## config.mk

```make
export PLATFORM = sky130hd
export DESIGN_NAME = sram_port_arbiter
export DESIGN_NICKNAME = d
export VERILOG_FILES = /design/src/rtl/sram_port_arbiter.sv
export SDC_FILE = /design/constraint.sdc
export NUM_CORES = 1
export LEC_CHECK = 0
export ABC_CLOCK_PERIOD_IN_PS = 3400
export CORE_MARGIN = 4
export CORE_UTILIZATION = 35
export CTS_BUF_LIST = sky130_fd_sc_hd__clkbuf_4 sky130_fd_sc_hd__clkbuf_8 sky130_fd_sc_hd__clkbuf_16
export CTS_CLUSTER_DIAMETER = 50
export DETAILED_ROUTE_END_ITERATION = 8
export MAX_ROUTING_LAYER = met4
export PLACE_DENSITY_LB_ADDON = 0.2
export SLEW_MARGIN = 20
export SYNTH_ARGS = -nofsm -noshare
export SYNTH_HDL_FRONTEND = slang
export SYNTH_SLANG_ARGS = --single-unit
```

## constraint.sdc

```tcl
create_clock -name clk_i -period 3.4 [get_ports clk_i]
set_clock_uncertainty 0.05 [all_clocks]
set_input_delay 0.51 -clock clk_i [delete_from_list [all_inputs] [get_ports clk_i]]
set_output_delay 0.51 -clock clk_i [all_outputs]
set_load 0.01 [all_outputs]
```

## src/rtl/sram_port_arbiter.sv

```systemverilog
// Two-port arbiter for the shared 16-bit SRAM-style word port: system side (A)
// and loader/DMA side (B), round-robin on contention, fixed strobe window per access.
module sram_port_arbiter #(
  parameter int unsigned ACC_CYC = 2,
  parameter int unsigned ADDR_W  = 18
) (
  input  logic              clk_i,
  input  logic              reset_i,

  input  logic              a_req_i,
  input  logic              a_we_i,
  input  logic [ADDR_W-1:0] a_addr_i,
  input  logic [1:0]        a_be_i,
  input  logic [15:0]       a_wdata_i,
  output logic              a_ack_o,
  output logic [15:0]       a_rdata_o,

  input  logic              b_req_i,
  input  logic              b_we_i,
  input  logic [ADDR_W-1:0] b_addr_i,
  input  logic [1:0]        b_be_i,
  input  logic [15:0]       b_wdata_i,
  output logic              b_ack_o,
  output logic [15:0]       b_rdata_o,

  output logic [ADDR_W-1:0] ram_adr_o,
  output logic              ram_cs_n_o,
  output logic              ram_oe_n_o,
  output logic              ram_we_n_o,
  output logic              ram_lb_n_o,
  output logic              ram_ub_n_o,
  output logic [15:0]       ram_dout_o,
  input  logic [15:0]       ram_din_i
);

  localparam int unsigned CNT_W = 4;
  localparam logic [CNT_W-1:0] CNT_LOAD = CNT_W'(ACC_CYC);

  typedef enum logic [1:0] {
    S_IDLE   = 2'd0,
    S_ACCESS = 2'd1,
    S_ACK    = 2'd2
  } state_t;

  state_t             state_q, state_d;
  logic [CNT_W-1:0]   cnt_q, cnt_d;
  logic               gnt_b_q, gnt_b_d;
  logic               last_b_q, last_b_d;
  logic               we_q, we_d;
  logic [ADDR_W-1:0]  adr_q, adr_d;
  logic [15:0]        dout_q, dout_d;
  logic               cs_n_q, cs_n_d;
  logic               oe_n_q, oe_n_d;
  logic               we_n_q, we_n_d;
  logic               lb_n_q, lb_n_d;
  logic               ub_n_q, ub_n_d;
  logic               a_ack_q, a_ack_d;
  logic               b_ack_q, b_ack_d;
  logic [15:0]        a_rdata_q, a_rdata_d;
  logic [15:0]        b_rdata_q, b_rdata_d;

  // B wins when it is the only requester, or on contention when A was served last.
  logic              pick_b;
  logic              sel_we;
  logic [ADDR_W-1:0] sel_addr;
  logic [1:0]        sel_be;
  logic [15:0]       sel_wdata;

  assign pick_b    = b_req_i & (~a_req_i | ~last_b_q);
  assign sel_we    = pick_b ? b_we_i    : a_we_i;
  assign sel_addr  = pick_b ? b_addr_i  : a_addr_i;
  assign sel_be    = pick_b ? b_be_i    : a_be_i;
  assign sel_wdata = pick_b ? b_wdata_i : a_wdata_i;

  always_comb begin
    state_d   = state_q;
    cnt_d     = cnt_q;
    gnt_b_d   = gnt_b_q;
    last_b_d  = last_b_q;
    we_d      = we_q;
    adr_d     = adr_q;
    dout_d    = dout_q;
    cs_n_d    = cs_n_q;
    oe_n_d    = oe_n_q;
    we_n_d    = we_n_q;
    lb_n_d    = lb_n_q;
    ub_n_d    = ub_n_q;
    a_ack_d   = 1'b0;
    b_ack_d   = 1'b0;
    a_rdata_d = a_rdata_q;
    b_rdata_d = b_rdata_q;

    case (state_q)
      S_IDLE: begin
        if (a_req_i || b_req_i) begin
          gnt_b_d  = pick_b;
          last_b_d = pick_b;
          we_d     = sel_we;
          adr_d    = sel_addr;
          dout_d   = sel_wdata;
          cnt_d    = CNT_LOAD;
          cs_n_d   = 1'b0;
          oe_n_d   = sel_we;
          we_n_d   = ~sel_we;
          lb_n_d   = ~sel_be[0];
          ub_n_d   = ~sel_be[1];
          state_d  = S_ACCESS;
        end
      end

      S_ACCESS: begin
        cnt_d = cnt_q - 1'b1;
        if (cnt_q == 1) begin
          // Last strobe cycle: ram_din is still driven by the addressed bank.
          if (!we_q) begin
            if (gnt_b_q) b_rdata_d = ram_din_i;
            else         a_rdata_d = ram_din_i;
          end
          a_ack_d = ~gnt_b_q;
          b_ack_d = gnt_b_q;
          cs_n_d  = 1'b1;
          oe_n_d  = 1'b1;
          we_n_d  = 1'b1;
          lb_n_d  = 1'b1;
          ub_n_d  = 1'b1;
          state_d = S_ACK;
        end
      end

      S_ACK: begin
        state_d = S_IDLE;
      end

      default: begin
        cs_n_d  = 1'b1;
        oe_n_d  = 1'b1;
        we_n_d  = 1'b1;
        lb_n_d  = 1'b1;
        ub_n_d  = 1'b1;
        state_d = S_IDLE;
      end
    endcase
  end

  always_ff @(posedge clk_i) begin
    if (reset_i) begin
      state_q   <= S_IDLE;
      cnt_q     <= '0;
      gnt_b_q   <= 1'b0;
      last_b_q  <= 1'b1;
      we_q      <= 1'b0;
      adr_q     <= '0;
      dout_q    <= '0;
      cs_n_q    <= 1'b1;
      oe_n_q    <= 1'b1;
      we_n_q    <= 1'b1;
      lb_n_q    <= 1'b1;
      ub_n_q    <= 1'b1;
      a_ack_q   <= 1'b0;
      b_ack_q   <= 1'b0;
      a_rdata_q <= '0;
      b_rdata_q <= '0;
    end else begin
      state_q   <= state_d;
      cnt_q     <= cnt_d;
      gnt_b_q   <= gnt_b_d;
      last_b_q  <= last_b_d;
      we_q      <= we_d;
      adr_q     <= adr_d;
      dout_q    <= dout_d;
      cs_n_q    <= cs_n_d;
      oe_n_q    <= oe_n_d;
      we_n_q    <= we_n_d;
      lb_n_q    <= lb_n_d;
      ub_n_q    <= ub_n_d;
      a_ack_q   <= a_ack_d;
      b_ack_q   <= b_ack_d;
      a_rdata_q <= a_rdata_d;
      b_rdata_q <= b_rdata_d;
    end
  end

  assign ram_adr_o  = adr_q;
  assign ram_dout_o = dout_q;
  assign ram_cs_n_o = cs_n_q;
  assign ram_oe_n_o = oe_n_q;
  assign ram_we_n_o = we_n_q;
  assign ram_lb_n_o = lb_n_q;
  assign ram_ub_n_o = ub_n_q;
  assign a_ack_o    = a_ack_q;
  assign b_ack_o    = b_ack_q;
  assign a_rdata_o  = a_rdata_q;
  assign b_rdata_o  = b_rdata_q;

endmodule

```

# --- After elaboration in Yosys (flattened, before gate mapping) ---
# Index checks and enable logic that the tools add are counted.
op_classes:
  add_sub_neg: 1
  n_eq_ne: 5
  muxes: 20
  bitwise_logic: 12
  n_reduce_logical: 10
op_table:
  columns: ["cell", "n"]
  rows:
  - ["18-bit 2-to-1 mux", 1]
  - ["16-bit 2-to-1 mux", 1]
  - ["1-bit one-hot mux with 3 select lines", 5]
  - ["1-bit inverter", 10]
  - ["4-bit one-hot mux with 2 select lines", 1]
  - ["4-bit AND reduction", 2]
  - ["1-bit 2-to-1 mux", 7]
  - ["2-bit 2-to-1 mux", 3]
  - ["2-bit AND reduction", 3]
  - ["4-bit by 1-bit equality test with 1-bit output, second input constant", 1]
  - ["4-bit 2-to-1 mux", 1]
  - ["2-bit inequality test, second input constant", 2]
  - ["2-bit one-hot mux with 2 select lines", 1]
  - ["4-bit by 1-bit subtractor with 4-bit output, second input constant", 1]
  - ["3-bit AND reduction", 1]
  - ["3-bit OR reduction", 1]
  - ["2-bit by 1-bit equality test with 1-bit output, second input constant", 1]
  - ["2-bit equality test, second input constant", 1]
  - ["2-bit zero test", 1]
  - ["2-bit nonzero test", 1]
  - ["1-bit AND", 1]
  - ["1-bit logical OR", 1]
  - ["1-bit OR", 1]
totals:
  ff_bits: 82
  in_bits: 94
  output_inout_bits: 73
  wordCells: 64

# --- Longest topological paths before layout ---
# Gate-level depths: netlist of the first run.
depth:
  ltp_word: 7
  depth_mapped: 6
  mapped_depth_nobuf: 5

# --- Worst setup path after synthesis of the first run ---
# No wires, ideal clock.
synth_timing:
  kind: "input to register"
  start: "input a_req_i"
  end: "register adr_q[0] (netlist: ram_adr_o[0])"
  setup_time_ps: 142
  arrival_time_ps: 1398
  required_ps: 3208
  slack_ps: 1810
  stages: 5
  n_path_buf: 2
  cell_sequence: "buf_4 > o21bai_2 > nor2_2 > clkbuf_1 > a311oi_1"
synth_between:
  elab_chain_cells: 4
  elab_cells_between_ends: 6
  classes_between: "mux (1); bitwise (3); reduce/logical (2)"
synth_rtl:
  columns: ["element", "line_no", "source"]
  rows:
  - ["from (decl)", "10", "input logic a_req_i,"]
  - ["1-bit inverter", "69", "assign pick_b = b_req_i & (~a_req_i | ~last_b_q);"]
  - ["1-bit OR", "69", null]
  - ["1-bit AND", "69", null]
  - ["18-bit 2-to-1 mux", "71", "assign sel_addr = pick_b ? b_addr_i : a_addr_i;"]
  - ["to (signal assigned)", "169", "adr_q <= adr_d;"]
  - ["to (decl)", "50", "logic [ADDR_W-1:0] adr_q, adr_d;"]
# Parallel ways exist; a longest one is shown, timed or not.
# A chain may end at the register's enable or synchronous reset.

# --- Worst setup path in the final report of the first run ---
layout_timing:
  start: "input a_req_i"
  end: "register dout_q[3] (netlist: ram_dout_o[3])"
layout_between:
  elab_chain_cells: 4
  elab_cells_between_ends: 6
  classes_between: "mux (1); bitwise (3); reduce/logical (2)"
layout_rtl:
  columns: ["element", "line_no", "source"]
  rows:
  - ["1-bit inverter", "69", null]
  - ["1-bit OR", "69", null]
  - ["1-bit AND", "69", null]
  - ["16-bit 2-to-1 mux", "73", "assign sel_wdata = pick_b ? b_wdata_i : a_wdata_i;"]
  - ["to (signal assigned)", "170", "dout_q <= dout_d;"]
  - ["to (decl)", "51", "logic [15:0] dout_q, dout_d;"]
# Parallel ways exist; a longest one is shown, timed or not.

==> flow_metrics.env, run 1 <==
export IMPL_pin_count=167
export IMPL_drt_iter0_drc=104
export IMPL_core_area_um2=9820
export IMPL_nNetsFinal=668
export IMPL_setup_tns_final_ns=0
export IMPL_hpwl_um=7980
export IMPL_h_tree_depth=3
export IMPL_p_int_w=0.00160
export IMPL_grt_met2_usage_pct=28.3
export IMPL_critical_path_top_delay_family="buffers and inverters"
export IMPL_crit_arrival_ns=2.43
export IMPL_fin_area_um2=5420
export IMPL_crit_required_ns=3.61
export IMPL_grt_max_degree=37
export IMPL_relSlewSlack_pct=37.5
export IMPL_hold_viol_final=0
export IMPL_nFillCells=956
export IMPL_worstSetupPathType="input port to flip-flop"
export IMPL_worst_path_buf_inv=2
export IMPL_p_per_area_nw_per_um2=425
export IMPL_syn2layout_area_growth_pct=53.1
export IMPL_rsz0062_at_grt="no"
export IMPL_viasPerCell=5.16
export IMPL_synth_edff_count=0
export IMPL_p_seq_share_pct=47.2
export IMPL_sequential_cell_area_um2=1640
export IMPL_synthFlopType="dfxtp_1"
export IMPL_synth_async_sr_flop_share_pct=0
export IMPL_grt_usage_pct=19.2
export IMPL_routed_wl_um=10900
export IMPL_grt_pass1_vias=3598
export IMPL_ys_seq_area_share_pct=46.4
export IMPL_dp_slack_ns=0.789
export IMPL_grt_ovfl_total=0
export IMPL_timing_final_ws_setup_ns=1.18
export IMPL_grtUsageMet1_pct=25.4
export IMPL_cts_buffers=9
export IMPL_met3_usage_pct=5.07
export IMPL_dieArea_um2=11800
export IMPL_dieWidth_um=109
export IMPL_yosys_cell_types_count=44
export IMPL_period_share_pct=65.2
export IMPL_busiest_layer="met2"
export IMPL_port_buffers=166
export IMPL_syn_num_nets=524
export IMPL_clkSinkCount=82
export IMPL_diodes=0
export IMPL_outcome="finished, final reports clean"
export IMPL_setup_violations=0
export IMPL_grt_antenna_before_repair=0
export IMPL_end_kind="flip-flop"
export IMPL_cts_hold_buf=0
export IMPL_leakagePower_nw=1.89
export IMPL_switchingPower_w=0.000703
export IMPL_drive_gt1_share_pct=5.89
export IMPL_report_final_slew_viol_count=0
export IMPL_ant_nets=0
export IMPL_route_detailed_drc=0
export IMPL_cp_start_kind="input port"
export IMPL_syn_inst=428
export IMPL_yosysWarnings=0
export IMPL_clk_latency_ns=0.35
export IMPL_via_count=3665
export IMPL_clock_fmax_mhz=451
export IMPL_tightest_slew_ns=0.935
export IMPL_start_util_pct=36.1
export IMPL_critPathMaxFanout=20
export IMPL_final_util_pct=55.2
export IMPL_combPwrFrac_pct=24.2
export IMPL_cts_resized=0
export IMPL_postCtsSetupBuffers=0
export IMPL_p_clk_share_pct=28.6
export IMPL_avgSynthCellArea_um2=8.27
export IMPL_multi_input_area_um2=1710
export IMPL_cts_buffer_depth=2
export IMPL_slowest_stage="clkdlybuf4s50_1"
export IMPL_synthesis_area_um2=3540
export IMPL_cts_tree="built"
export IMPL_cts_root_buf="clkbuf_8"
export IMPL_switching_share_pct=30.5
export IMPL_vdd_drop_max_uv=222
export IMPL_slowest_delay_ns=0.67
export IMPL_fin_crit_ns=2.22
export IMPL_cts_clk_slew_worst_paths_ns=0.09
export IMPL_routabilityCongestion=0.790
export IMPL_wl_per_cell_um=15.4
export IMPL_grt_pass1_wl_um=17600
export IMPL_worstHoldPathType="flip-flop to flip-flop"
export IMPL_maxCapViolCount=0
export IMPL_die_y_um=109
export IMPL_rows=36
export IMPL_first_pass_iters=4
export IMPL_ys_ff_latch=82
export IMPL_placed_area_um2=5240
export IMPL_crit_chain="clkdlybuf4s50_1 -> a21bo_1 -> buf_4 -> nand2_1 -> a311oi_1"
final timing paths:
path | to | depth (start not counted) | from | slack [ns]
worst max-delay path | ram_dout_o[3]$_SDFFE_PP0P_ | 5 | a_req_i | 1.18
worst min-delay path | a_rdata_o[0]$_SDFFE_PP0P_ | 2 | a_rdata_o[0]$_SDFFE_PP0P_ | 0.43
worst max register to register | ram_cs_n_o$_SDFFE_PP1P_ | 5 | cnt_q[1]$_SDFFE_PP0P_ | 1.24
worst min register to register | a_rdata_o[0]$_SDFFE_PP0P_ | 2 | a_rdata_o[0]$_SDFFE_PP0P_ | 0.43
synthesized netlist by cell type, types with 2 or more instances:
cell type,count,share of area (%)
o21ai_1,11,1.6
a311oi_1,35,8.7
buf_4,3,0.64
a211oi_1,2,0.42
clkbuf_1,19,2.0
ha_1,2,0.71
nand2_1,74,7.8
o21a_1,3,0.64
nor2_1,10,1.1
nand3_1,36,5.1
a32oi_1,2,0.49
or3_1,2,0.35
dfxtp_1,82,46
o21ai_0,25,3.5
nor3_1,3,0.42
buf_2,17,2.4
nand2b_1,2,0.35
inv_1,3,0.32
a21oi_1,72,10
worst reg2reg max path: stages, from the launching register on:
cell and delay [ns]:
dfxtp_1 0.36, inv_1 0.07, ha_1 0.20, or3b_1 0.78, nand2_1 0.19, a221o_1 0.39
state kept, by name, indices dropped and copies added (netlist names), 2 cells and up:
signal / cells
ram_adr_o: 18
a_rdata_o: 16
b_rdata_o: 16
ram_dout_o: 16
cnt_q: 4
state_q: 2
power groups by stage:
| stage | Combinational, W | Sequential [W] | Clock (W) |
|---|---|---|---|
| floorplan | 0.000252 | 0.00112 | 0 |
| global placement | 0.000557 | 0.00111 | 0 |
| detailed placement | 0.000563 | 0.00111 | 0 |
| CTS | 0.000564 | 0.00109 | 0.000678 |
| global route | 0.000611 | 0.00110 | 0.000719 |
| finish | 0.000559 | 0.00109 | 0.000659 |
through the flow:
step | total power (W) | hold WS, ns | instances
after global placement | 0.00166 | 0.412 | 694
after global routing | 0.00243 | 0.450 | 710
final | 0.00230 | 0.431 | 710
after floorplan | 0.00137 | 0.413 | 428
after CTS | 0.00233 | 0.431 | 710
after detailed placement | 0.00167 | 0.418 | 694
cell type report:
class,instances,share of cell area (%)
multi-input combinational,302,31.5
inverter,4,0.277
sequential,82,30.3
clock inverter,7,1.11
tap,133,3.07
timing repair buffer,173,31.5
clock buffer,9,2.28
kinds of logic after synthesis:
| logic type | count (synthesis) | share of synthesized area (%) |
|---|---|---|
| compound gates | 160 | 28.4 |
| simple gates | 139 | 18.7 |
| flops | 82 | 46.4 |
| buf+inv | 44 | 5.62 |
| fa+ha+maj | 2 | 0.707 |
| xor+xnor | 1 | 0.247 |
cell usage in the layout, fill, tap and decap left out, types with 7 or more instances in the layout:
| cell type | netlist | layout |
|---|---|---|
| a21oi_1 | 72 | 72 |
| a311oi_1 | 35 | 35 |
| o21ai_0 | 25 | 25 |
| nand2_1 | 74 | 74 |
| o21ai_1 | 11 | 11 |
| dfxtp_1 | 82 | 82 |
| clkdlybuf4s50_1 | 0 | 165 |
| buf_4 | 3 | 7 |
| clkbuf_8 | 0 | 9 |
| nor2_1 | 10 | 10 |
| nand3_1 | 36 | 36 |
metal layers:
| metal | share of wire [%] | routed length [um] | vias up |
|---|---|---|---|
| met5 | 0 | 0 | - |
| li1 | - | - | 1846 |
| met4 | 1.4 | 152 | 0 |
| met1 | 45 | 4940 | 1670 |
| met2 | 45 | 4920 | 136 |
| met3 | 8.5 | 929 | 13 |
No activity file was read; power rests on OpenSTA's default activity.
==> inputs of run 2 (changes only) <==
Settings changed: ABC_CLOCK_PERIOD_IN_PS 3400 to 2300.
Clock period 3.4 ns to 2.3 ns, I/O delays scaled along.
==> flow_metrics.env, run 2 (synthesis gave the netlist of run 1 again) <==
export IMPL_leakagePower_nw=1.97
export IMPL_dr_wl_met3_um=998
export IMPL_timing_final_ws_setup_ns=0.597
export IMPL_dieWidth_um=109
export IMPL_rsz0062_at_grt="no"
export IMPL_cts_buffer_depth=2
export IMPL_dp_slack_ns=0.238
export IMPL_nNetsFinal=678
export IMPL_grt_usage_pct=19.6
export IMPL_clk_latency_ns=0.34
export IMPL_first_pass_iters=4
export IMPL_cts_clk_slew_worst_paths_ns=0.08
export IMPL_crit_arrival_ns=1.87
export IMPL_wl_per_cell_um=15.8
export IMPL_routed_wl_um=11400
export IMPL_cts_tree="built"
export IMPL_start_util_pct=36.1
export IMPL_port_buffers=166
export IMPL_final_common_cell="clkdlybuf4s50_1"
export IMPL_worstSetupPathType="input port to flip-flop"
export IMPL_vdd_drop_max_uv=347
export IMPL_pin_count=167
export IMPL_hold_viol_final=0
export IMPL_viasPerCell=5.23
export IMPL_layout_common_cells="clkdlybuf4s50_1, dfxtp_1, nand2_1"
export IMPL_placed_area_um2=5330
export IMPL_clkSinkCount=82
export IMPL_relSlewSlack_pct=56.1
export IMPL_rows=36
export IMPL_die_y_um=109
export IMPL_outcome="finished, final reports clean"
export IMPL_grt_ovfl_total=0
export IMPL_fin_crit_ns=1.70
export IMPL_grt_max_degree=36
export IMPL_grt_antenna_before_repair=0
export IMPL_p_per_area_nw_per_um2=654
export IMPL_syn2layout_area_growth_pct=56.7
export IMPL_clock_fmax_mhz=587
export IMPL_period_share_pct=74.0
export IMPL_m1WireLength_um=4920
export IMPL_core_area_um2=9820
export IMPL_h_tree_depth=3
export IMPL_diodes=0
export IMPL_maxCapViolCount=0
export IMPL_setup_tns_final_ns=0
export IMPL_via_count=3765
export IMPL_report_final_slew_viol_count=0
export IMPL_hpwl_um=8330
export IMPL_crit_required_ns=2.47
export IMPL_grt_pass1_wl_um=17900
export IMPL_cts_root_buf="clkbuf_8"
export IMPL_power_total_w=0.00363
export IMPL_wl_met2_um=5230
export IMPL_postCtsSetupBuffers=0
export IMPL_drive_gt1_share_pct=7.50
export IMPL_cp_start_kind="input port"
export IMPL_largest_register_ffs=18
export IMPL_cts_resized=0
export IMPL_critPathMaxFanout=7
export IMPL_top_layer="met4"
export IMPL_fin_area_um2=5550
export IMPL_cts_hold_buf=0
export IMPL_cts_buffers=9
export IMPL_crit_start="b_req_i"
export IMPL_drt_iter0_drc=124
export IMPL_grt_pass1_vias=3711
export IMPL_routabilityCongestion=0.832
export IMPL_route_detailed_drc=0
export IMPL_worstHoldPathType="flip-flop to flip-flop"
export IMPL_hold_slack_ns=0.429
export IMPL_nFillCells=968
export IMPL_dieArea_um2=11800
export IMPL_end_kind="flip-flop"
export IMPL_tightest_slew_ns=0.658
export IMPL_setup_violations=0
export IMPL_hold_start="a_rdata_o[5]$_SDFFE_PP0P_"
export IMPL_r2r_start="cnt_q[0]$_SDFFE_PP0P_"
export IMPL_ant_nets=0
## run 2: critical path, stage by stage
cell and delay [ns]:
clkdlybuf4s50_1 0.62, a21bo_1 0.29, a221oi_1 0.46, o311ai_1 0.15
## run 2: final cells by class
type | instances | area [um2] | area share (%)
multi-input cells | 302 | 1710 | 30.8
clock buffers | 11 | 145 | 2.62
inverters | 4 | 15.0 | 0.271
flip-flops and latches | 82 | 1640 | 29.6
repair buffers | 183 | 1800 | 32.4
well taps | 133 | 166 | 3.00
clock inverters | 5 | 77.6 | 1.40
## run 2: report_power, final
group	internal [W]	total (W)	switching [W]	leakage, nW
Combinational	0.000456	0.000866	0.000409	1.19
Clock	0.000650	0.00116	0.000508	0.113
Sequential	0.00152	0.00160	0.0000780	0.673
Total	0.00263	0.00363	0.000995	1.97
## run 2: path summary, 6_finish.rpt
| path | to | slack, ns | depth (start not counted) |
|---|---|---|---|
| setup / recovery | ram_oe_n_o$_SDFFE_PP1P_ | 0.60 | 4 |
| hold / removal | a_rdata_o[5]$_SDFFE_PP0P_ | 0.43 | 2 |
| setup reg to reg | a_rdata_o[3]$_SDFFE_PP0P_ | 0.62 | 5 |
| hold reg to reg | a_rdata_o[5]$_SDFFE_PP0P_ | 0.43 | 2 |
## run 2: routing by layer
metal / track usage (%) / vias to the layer above
met5: - / -
met4: 6.58 / 0
met2: 30.3 / 151
met1: 24.3 / 1736
li1: - / 1860
met3: 6.09 / 18
## run 2: stage by stage
stage | util [%] | cells
after floorplan | - | 428
after global placement | 54.2 | 704
after detailed placement | 54.2 | 704
after CTS | 56.5 | 720
after global routing | 56.5 | 720
final | 56.5 | 720
==> inputs of run 3 (changes only) <==
Settings changed: ABC_CLOCK_PERIOD_IN_PS 2300 to 1400.
Clock period 2.3 ns to 1.4 ns, I/O delays scaled along.
==> flow_metrics.env, run 3 (synthesis gave the netlist of run 1 again) <==
export IMPL_vdd_drop_max_uv=458
export IMPL_wl_per_cell_um=16.6
export IMPL_critPathMaxFanout=6
export IMPL_core_area_um2=9820
export IMPL_end_kind="flip-flop"
export IMPL_worstHoldPathType="input port to flip-flop"
export IMPL_grt_antenna_before_repair=0
export IMPL_fin_crit_ns=1.51
export IMPL_nNetsFinal=711
export IMPL_grt_max_degree=65
export IMPL_crit_chain="buf_4 -> o21ba_4 -> buf_12 -> buf_6 -> clkbuf_16 -> a21oi_1 -> a311oi_1"
export IMPL_relSlewSlack_pct=74.2
export IMPL_rsz0062_at_grt="yes"
export IMPL_leakagePower_nw=2.54
export IMPL_viasPerCell=5.19
export IMPL_start_util_pct=36.1
export IMPL_violations="setup timing"
export IMPL_outcome="finished, violations left"
export IMPL_cts_clk_slew_worst_paths_ns=0.09
export IMPL_clkSinkCount=82
export IMPL_cts_buffers=9
export IMPL_hpwl_um=8420
export IMPL_sequential_cell_area_um2=1650
export IMPL_grt_pass1_wl_um=19200
export IMPL_multi_input_area_um2=1800
export IMPL_diodes=0
export IMPL_first_pass_iters=4
export IMPL_cts_hold_buf=0
export IMPL_r2r_setup_slack_ns=-0.11
export IMPL_drive_gt1_share_pct=15.8
export IMPL_largest_register_ffs=18
export IMPL_cts_tree="built"
export IMPL_setup_violations=54
export IMPL_hold_depth=3
export IMPL_grt_ovfl_total=0
export IMPL_maxCapViolCount=0
export IMPL_setup_tns_final_ns=-3.16
export IMPL_crit_required_ns=1.61
export IMPL_slowest_delay_ns=0.33
export IMPL_final_common_cell="clkdlybuf4s50_1"
export IMPL_cp_start_kind="flip-flop"
export IMPL_r2r_end="ram_dout_o[6]$_SDFFE_PP0P_"
export IMPL_r2r_cells=7
export IMPL_cts_buffer_depth=2
export IMPL_dieWidth_um=109
export IMPL_power_total_w=0.00609
export IMPL_layout_common_cells="clkdlybuf4s50_1, dfxtp_1, dlygate4sd2_1"
export IMPL_hold_viol_final=0
export IMPL_h_tree_depth=3
export IMPL_crit_arrival_ns=1.73
export IMPL_dieArea_um2=11800
export IMPL_drt_iter0_drc=206
export IMPL_routabilityCongestion=0.814
export IMPL_p_per_area_nw_per_um2=1000
export IMPL_clock_fmax_mhz=662
export IMPL_tightest_slew_ns=0.386
export IMPL_port_buffers=166
export IMPL_hold_path_end="gnt_b_q$_SDFFE_PP0P_"
export IMPL_grt_usage_pct=21.1
export IMPL_nFillCells=953
export IMPL_cts_root_buf="clkbuf_8"
export IMPL_die_y_um=109
export IMPL_via_count=3909
export IMPL_timing_final_ws_setup_ns=-0.110
export IMPL_hold_start="reset_i"
export IMPL_routed_wl_um=12500
export IMPL_period_share_pct=108
export IMPL_pin_count=167
export IMPL_report_final_slew_viol_count=0
export IMPL_rows=36
export IMPL_worstSetupPathType="flip-flop to flip-flop"
export IMPL_slowest_stage="dfxtp_2"
export IMPL_syn2layout_area_growth_pct=71.9
export IMPL_route_detailed_drc=0
export IMPL_clk_latency_ns=0.34
export IMPL_grt_pass1_vias=3889
export IMPL_dp_slack_ns=-0.449
export IMPL_r2r_start="state_q[1]$_SDFFE_PP0P_"
export IMPL_ant_nets=0
[run 3: cell types whose count changed in the layout (fill, tap and decap cells not counted), moves of 3 or more]
cell	change
buf_4	+6
o21ai_0	-22
dfxtp_1	-5
o21ai_2	+5
buf_12	+13
clkbuf_16	+3
dfxtp_2	+3
dlygate4sd2_1	+75
clkdlybuf4s50_1	-75
buf_6	+9
o21ai_1	+17
[run 3: where the power goes]
part	switching [W]	total (W)	leakage [nW]	internal [W]
Clock	0.000870	0.00180	0.106	0.000930
Sequential	0.000101	0.00261	0.674	0.00251
Combinational	0.000789	0.00168	1.76	0.000892
[run 3: area by class of cell]
| type | instances | share of cell area [%] |
|---|---|---|
| clock inverter | 5 | 1.01 |
| tap | 133 | 2.73 |
| inverter | 4 | 0.247 |
| timing repair buffer | 216 | 36.8 |
| multi-input combinational | 302 | 29.6 |
| clock buffer | 11 | 2.49 |
| sequential | 82 | 27.2 |
[run 3: worst max-delay path by stage]
stage                                 start                         end  cells after the start
floorplan             cnt_q[1]$_SDFFE_PP0P_   b_rdata_o[0]$_SDFFE_PP0P_                      6
global placement                    b_req_i     ram_oe_n_o$_SDFFE_PP1P_                      4
detailed placement                  b_req_i   ram_adr_o[2]$_SDFFE_PP0P_                      5
CTS                   cnt_q[1]$_SDFFE_PP0P_   a_rdata_o[9]$_SDFFE_PP0P_                      6
global route          cnt_q[1]$_SDFFE_PP0P_  a_rdata_o[14]$_SDFFE_PP0P_                      6
finish              state_q[1]$_SDFFE_PP0P_  ram_dout_o[6]$_SDFFE_PP0P_                      7
[run 3: through the flow]
| step | cell area [um2] | utilization, % | instances | hold slack, ns |
|---|---|---|---|---|
| after CTS | 5920 | 60.3 | 746 | 0.253 |
| after global placement | 5620 | 57.2 | 721 | 0.413 |
| final | 6090 | 62.0 | 753 | 0.272 |
| after detailed placement | 5620 | 57.2 | 721 | 0.419 |
| after global routing | 6090 | 62.0 | 753 | 0.274 |
| after floorplan | 3610 | - | 428 | 0.308 |
[run 3: metal layers]
layer	GRT usage, %	vias up	wire (um)
li1	-	1932	-
met5	-	-	0
met1	25.8	1810	5120
met4	5.86	0	77
met3	4.90	9	904
met2	34.8	158	6410
[run 3: worst max-delay path, delay by kind of cell (launching register included)]
| kind | cells | cell delay (ns) |
|---|---|---|
| flip-flops | 1 | 0.33 |
| buffers and inverters | 4 | 0.50 |
| AO/OA/AOI/OAI | 3 | 0.55 |
[run 3: what timing repair did]
item	4_1_cts	5_1_grt
pin swaps	11	18
gates resized for setup	93	18
endpoints found under the setup margin	143	74
cloned	3	3
setup buffers	6	5
